File: config.mk
export PLATFORM = sky130hd
export DESIGN_NAME = wb_trace_fifo
export DESIGN_NICKNAME = d
export VERILOG_FILES = /design/src/rtl/wb_trace_fifo.sv
export SDC_FILE = /design/constraint.sdc
export NUM_CORES = 1
export LEC_CHECK = 0
export CORE_ASPECT_RATIO = 0.75
export CORE_MARGIN = 2
export CORE_UTILIZATION = 40
export DETAILED_ROUTE_END_ITERATION = 8
export GPL_ROUTABILITY_DRIVEN = 1
export GPL_TIMING_DRIVEN = 0
export PLACE_DENSITY_LB_ADDON = 0.12
export SLEW_MARGIN = 20
export SYNTH_ARGS = -nofsm -noshare
export SYNTH_HDL_FRONTEND = slang
export SYNTH_SLANG_ARGS = --single-unit
File: constraint.sdc
create_clock -name clock -period 5.5 [get_ports clock]
set_input_delay 1.1 -clock clock [delete_from_list [all_inputs] [get_ports clock]]
set_output_delay 1.1 -clock clock [all_outputs]
set_load 0.05 [all_outputs]
File: src/rtl/wb_trace_fifo.sv
// Register-write trace FIFO: captures regfile writes with a cycle stamp.
// Define WB_TRACE_STAMP_EN to build the cycle counter and stamp storage.
module wb_trace_fifo #(
  parameter int DEPTH   = 8,
  parameter int STAMP_W = 16
) (
  input  logic               clock,
  input  logic               reset,
  input  logic               ctrl_writeEnable,
  input  logic [4:0]         ctrl_writeReg,
  input  logic [31:0]        data_writeReg,
  output logic               trace_valid,
  input  logic               trace_ready,
  output logic [4:0]         trace_reg,
  output logic [31:0]        trace_data,
  output logic [STAMP_W-1:0] trace_stamp,
  output logic               full,
  output logic [7:0]         drop_count
);

  localparam int AW = (DEPTH > 1) ? $clog2(DEPTH) : 1;

  logic [AW:0]   wptr_q, wptr_d;
  logic [AW:0]   rptr_q, rptr_d;
  logic [7:0]    drop_q, drop_d;
  logic [AW-1:0] waddr, raddr;

  logic [4:0]  reg_mem  [DEPTH];
  logic [31:0] data_mem [DEPTH];

  logic empty;
  logic push;
  logic pop;
  logic accept;

  assign waddr = wptr_q[AW-1:0];
  assign raddr = rptr_q[AW-1:0];

  // Extra MSB on each pointer separates full from empty.
  assign empty = (wptr_q == rptr_q);
  assign full  = (wptr_q[AW] != rptr_q[AW]) &&
                 (waddr == raddr);

  assign push   = ctrl_writeEnable && (ctrl_writeReg != 5'd0);
  assign pop    = !empty && trace_ready;
  assign accept = push && (!full || pop);

  always_comb begin
    wptr_d = wptr_q;
    rptr_d = rptr_q;
    drop_d = drop_q;
    if (accept) begin
      wptr_d = wptr_q + {{AW{1'b0}}, 1'b1};
    end
    if (pop) begin
      rptr_d = rptr_q + {{AW{1'b0}}, 1'b1};
    end
    if (push && full && !pop && (drop_q != 8'hFF)) begin
      drop_d = drop_q + 8'd1;
    end
  end

  always_ff @(posedge clock) begin
    if (!reset) begin
      wptr_q <= '0;
      rptr_q <= '0;
      drop_q <= '0;
    end else begin
      wptr_q <= wptr_d;
      rptr_q <= rptr_d;
      drop_q <= drop_d;
    end
  end

  always_ff @(posedge clock) begin
    if (reset && accept) begin
      reg_mem[waddr]  <= ctrl_writeReg;
      data_mem[waddr] <= data_writeReg;
    end
  end

  assign trace_valid = !empty;
  assign trace_reg   = empty ? 5'd0  : reg_mem[raddr];
  assign trace_data  = empty ? 32'd0 : data_mem[raddr];
  assign drop_count  = drop_q;

`ifdef WB_TRACE_STAMP_EN
  logic [STAMP_W-1:0] cnt_q, cnt_d;
  logic [STAMP_W-1:0] stamp_mem [DEPTH];

  assign cnt_d = cnt_q + {{(STAMP_W-1){1'b0}}, 1'b1};

  always_ff @(posedge clock) begin
    if (!reset) begin
      cnt_q <= '0;
    end else begin
      cnt_q <= cnt_d;
    end
  end

  // A push stores the counter value held before its own edge.
  always_ff @(posedge clock) begin
    if (reset && accept) begin
      stamp_mem[waddr] <= cnt_q;
    end
  end

  assign trace_stamp = empty ? '0 : stamp_mem[raddr];
`else
  assign trace_stamp = '0;
`endif

endmodule

==> metrics, run 1 <==
Post-synth top cells=edfxtp_1, mux4_2, nor2_1; worst-path maximum fanout=10; post-synthesis sequential area ratio=75.4%; drt drc=0; WP buf/inv=4; clock slew at reported path FFs=0.06 ns; critical path, cell by cell=buf_2, xor2_1, nor4b_1, clkbuf_1, clkbuf_1, nor2_1, clkdlybuf4s50_1; clock sinks=315; top-count cell post-synth=edfxtp_1; minimum period implied by the final worst setup slack=roughly 5 ns; n_diodes=0; Post-Layout Cell Count=roughly 1.2k; dpl cells=1,132; Warnings, synthesis=0; outcome=completed; final wirelength=~26,000 um; CP Launch Type=flip-flop; Final Skew=0.00901 ns; Syn Std Cell Area=12,300 um^2; cells after synthesis=between 500 and 600; pre-CTS setup slack=0.962 ns; H-tree Lvls=1; Overall Global Routing Usage=16.8%; CP dominant cell by count=clkbuf_1; Synth Flop Type=edfxtp_1; distinct cell type count of the synthesized netlist=37; final design utilization=50.2%; CTS tree=yes; slew at the pin closest to its max-slew limit=1.05 ns; Final Cell Area=roughly 15,000 um^2; syn_area_per_cell=20.5 um^2; number of synthesized flops with an enable pin=296; CTS Hold Bufs=0; worst hold slack=0.506 ns; vias per std cell=5.11; synthesis-to-finish area growth=23.4%; reg-to-reg slack, setup=2.70 ns; Total Die Area=32,200 um^2; top cells by area, synth=edfxtp_1, mux4_2, mux2i_1; io pins=about 100; Leakage=4.78 nW; die width=a little over 200 um; Peak supply drop=0.000236 V; 1st-iter DRT viols=385; setup bufs post-CTS=0; Final Hold Fails=0; slowest CP cell=clkdlybuf4s50_1; Post-synth ARST share=0%; Crit. End Element=primary output; worst skew pair latency=0.54 ns; first-pass GRT wire length=40,100 um; WP data required=4.40 ns; vias in the first global route=6,475; gp weighted congestion=~0.7; placed cell area=roughly 14,000 um^2; # rows=55; fin crit share=90.4%; Max Cap Viol=0; Initial Util=40.7%; post_cts resized=0; root buffer cell=clkbuf_16; Power Density=approximately 400 nW/um^2; Overflow after GRT=0; wire per inst=22.2 um; synthesized flop and latch total=between 300 and 400; layout cell share with drive strength beyond 1=23.8%; Relative slew margins=a little under a third; top cell type's share of synthesized area=72.3%; Worst Slack Setup Final=0.529 ns; RSZ-0062 raised after global routing=false; Vias=6,073; nets=810; drt pass-1 iters=4; worst min path class=flip-flop to flip-flop; initial antenna violation count=1; Final setup violation count=0; Arr. time, crit path=3.87 ns; CP Class=flip-flop to primary output; remaining antenna violation count=0; core area=between 30,000 and 40,000 um^2; Post-DP HPWL=17,700 um; # port buffers=86; Critical Path Max Stage Delay=0.74 ns; Fmax achieved=roughly 200 MHz; largest net degree at the start of global routing=16; max-slew violation count=0; post-synth top area cell=edfxtp_1; Num CTS Buffers=31; Crit path max-delay family=buffers and inverters; Vert. Die Dim=between 150 and 200 um; Clock Tree Buf Depth=3
[metrics by stage]
stage | power [W] | TNS [ns]
CTS | 0.00620 | 0
finish | 0.00611 | 0
floorplan | 0.00364 | 0
detailed placement | 0.00408 | 0
global placement | 0.00406 | -628.79
global route | 0.00635 | 0
[layout by cell type (no fill, tap or decap), types with 7 or more instances in the layout]
cell,synthesis,routed
clkdlybuf4s50_1,0,86
buf_4,16,39
dfxtp_1,19,19
nand3_1,8,8
mux2i_1,39,39
conb_1,1,16
clkbuf_1,16,23
buf_2,7,7
clkbuf_16,0,31
mux4_2,74,74
clkinv_1,0,7
nand2_1,8,8
edfxtp_1,296,296
nor2_1,50,47
[worst min-delay path, delay by kind of cell, from the launching register on]
kind           cells  cell delay [ns]
flip-flops         1             0.33
AO/OA/AOI/OAI      2             0.13
[power breakdown]
| group | switching, W | internal (W) |
|---|---|---|
| sequential | 0.0000142 | 0.00266 |
| clock | 0.000837 | 0.00126 |
| combinational | 0.000819 | 0.000508 |
[kinds of logic (layout without fill, tap and decap cells)]
kind of cell	count (synthesis)	after routing	synth area share [%]
DFF	315	315	75.4
AOI/OAI and AO/OA	16	16	0.825
adders and majority gates	3	3	0.305
other	1	16	0.0305
muxes	113	113	16.7
xor gates and xnor gates	9	9	0.825
and+or+nand+nor	90	90	3.58
buffers and inverters	52	227	2.27
[final cells by class]
class,count,area (um^2)
fill,2469,15000
sequential,315,9270
multi-input combinational,247,2860
timing repair buffer,119,1240
clock buffer,39,806
tap,399,499
buffer,46,258
clock inverter,17,208
inverter,6,22.5
[final timing paths]
| path | start | endpoint | depth (start not counted) |
|---|---|---|---|
| hold reg to reg | drop_count[5] | drop_count[5] | 2 |
| setup / recovery | wptr_q[1] | trace_data[20] | 7 |
| hold / removal | drop_count[5] | drop_count[5] | 2 |
| setup reg to reg | wptr_q[1] | data_mem[4][16] | 8 |
[layer usage]
| metal | vias to the layer above | GRT usage, % | part of all wire [%] |
|---|---|---|---|
| met5 | - | 0 | 0.053 |
| met4 | 2 | 2.89 | 1.6 |
| met3 | 34 | 2.76 | 4.2 |
| met2 | 123 | 28.6 | 49 |
| met1 | 3166 | 23.3 | 45 |
| li1 | 2748 | - | - |
[state kept, by name, indices dropped and copies added (netlist names), named ones only]
name        count
rptr_q          4
wptr_q          4
drop_count      8
data_mem      256
reg_mem        40
Power figures use the tool's default switching activity.
==> inputs of run 2 (changes only) <==
Settings changed: CTS_BUF_LIST from default to sky130_fd_sc_hd__clkbuf_16.
==> metrics, run 2 (synthesis results as in run 1) <==
Post-Layout Cell Count=1,188 (unchanged); Vert. Die Dim=156 um (unchanged); most common cell after layout, fill and taps aside=edfxtp_1; outcome=completed; Final Hold Fails=0 (unchanged); Peak supply drop=0.000235 V (about the same); nets=810 (unchanged); Arr. time, crit path=3.89 ns (+0.02 ns); most frequent cells in the layout=edfxtp_1, clkdlybuf4s50_1, mux4_2, nor2_1; Power Density=402 nW/um^2 (-0.18%); core area=30,200 um^2 (unchanged); drt pass-1 iters=6 (+2); gp weighted congestion=0.691 (unchanged); Max Cap Viol=0 (unchanged); post_cts resized=0 (unchanged); Relative slew margins=30.0% (-0.13 points); n_diodes=0 (unchanged); wire per inst=22.2 um (about the same); fin crit share=90.7% (+0.35 points); max-slew violation count=0 (unchanged); die width=206 um (unchanged); R2R cell count=8 (unchanged); 1st-iter DRT viols=389 (+1.0%); placed cell area=14,100 um^2 (unchanged); worst min path class=flip-flop to flip-flop; remaining antenna violation count=0 (unchanged); CTS tree=yes; worst hold slack=0.505 ns (-0.000459 ns); CTS Hold Bufs=0 (unchanged); Overflow after GRT=0 (unchanged); Worst Slack Setup Final=0.510 ns (-0.0194 ns); Total Die Area=32,200 um^2 (unchanged); Final setup violation count=0 (unchanged); H-tree Lvls=1 (unchanged); pre-CTS setup slack=0.962 ns (unchanged); Total Neg Setup Slack=0 ns (unchanged); drt drc=0 (unchanged); RSZ-0062 raised after global routing=false; CP Class=flip-flop to primary output; largest net degree at the start of global routing=16 (unchanged); Clock Tree Buf Depth=3 (unchanged); Final Cell Area=15,200 um^2 (unchanged); layout cell share with drive strength beyond 1=23.8% (unchanged); worst skew pair latency=0.54 ns (about the same); io pins=104 (unchanged); Crit. End Element=primary output; # rows=55 (unchanged); Biggest register=data_mem; setup bufs post-CTS=0 (unchanged); Vias=6,082 (+0.15%); CP Launch Type=flip-flop; vias per std cell=5.12 (+0.15%); Post-DP HPWL=17,700 um (unchanged); initial antenna violation count=1 (unchanged); minimum period implied by the final worst setup slack=4.99 ns (+0.0194 ns); Final Skew=0.0105 ns (+0.00145 ns); Leakage=4.82 nW (+0.69%); worst-path maximum fanout=10 (unchanged); slew at the pin closest to its max-slew limit=1.05 ns (+0.00196 ns); first-pass GRT wire length=40,100 um (unchanged); Fmax achieved=200 MHz (-0.39%); Num CTS Buffers=31 (unchanged); WP data required=4.40 ns (about the same); dpl cells=1,132 (unchanged); Overall Global Routing Usage=16.8% (unchanged); Initial Util=40.7% (unchanged); vias in the first global route=6,475 (unchanged); final wirelength=26,400 um (about the same); clock sinks=315 (unchanged); max reg flops=256 (unchanged); root buffer cell=clkbuf_16; synthesis-to-finish area growth=23.4% (unchanged); clock slew at reported path FFs=0.07 ns (about the same); hold path cells=2 (unchanged); # port buffers=86 (unchanged)
## run 2: cell types whose count changed in the layout (fill, tap and decap cells not counted), sizes merged
cell / delta
clkbuf: -8
inv: +8
## run 2: critical path: stages (launching register included)
cell and delay, ns:
dfxtp_1 0.34, buf_2 0.22, xor2_1 0.11, nor4b_1 0.57, clkbuf_1 0.62, clkbuf_1 0.54, nor2_1 0.18, clkdlybuf4s50_1 0.74
## run 2: worst paths after layout
path | to | start | slack (ns)
min | drop_count[5] | drop_count[5] | 0.51
max | trace_data[20] | wptr_q[1] | 0.51
max reg2reg | data_mem[4][16] | wptr_q[1] | 2.70
min reg2reg | drop_count[5] | drop_count[5] | 0.51
## run 2: area by class of cell
type	count	area (um^2)
buffer	46	258
clock buffer	31	776
clock inverter	25	238
fill	2469	15000
inverter	6	22.5
multi-input combinational	247	2860
sequential	315	9270
tap	399	499
timing repair buffer	119	1240
## run 2: power breakdown
group          switching, W  internal [W]  leakage [nW]  total (W)
logic              0.000820      0.000508          1.47    0.00133
registers         0.0000142       0.00266          2.83    0.00268
clock network      0.000840       0.00125         0.523    0.00209
total               0.00167       0.00442          4.82    0.00610
## run 2: routing by layer
layer / vias up / wire length, um / GRT usage, %
met1: 3179 / 11900 / 23.3
met3: 34 / 1080 / 2.76
met2: 118 / 13000 / 28.6
li1: 2749 / - / -
met5: - / 14 / 0
met4: 2 / 408 / 2.89
## run 2: stage by stage
step	total power [W]	util, %
after floorplan	0.00364	-
after global placement	0.00406	45.4
after detailed placement	0.00408	46.8
after CTS	0.00618	50.2
after global routing	0.00634	50.2
final	0.00610	50.2
==> inputs of run 3 (changes only) <==
Settings changed: CTS_CLUSTER_SIZE from default to 28.
==> results of run 3 <==
No change in the layout: final DEF, timing and power equal those of run 2.
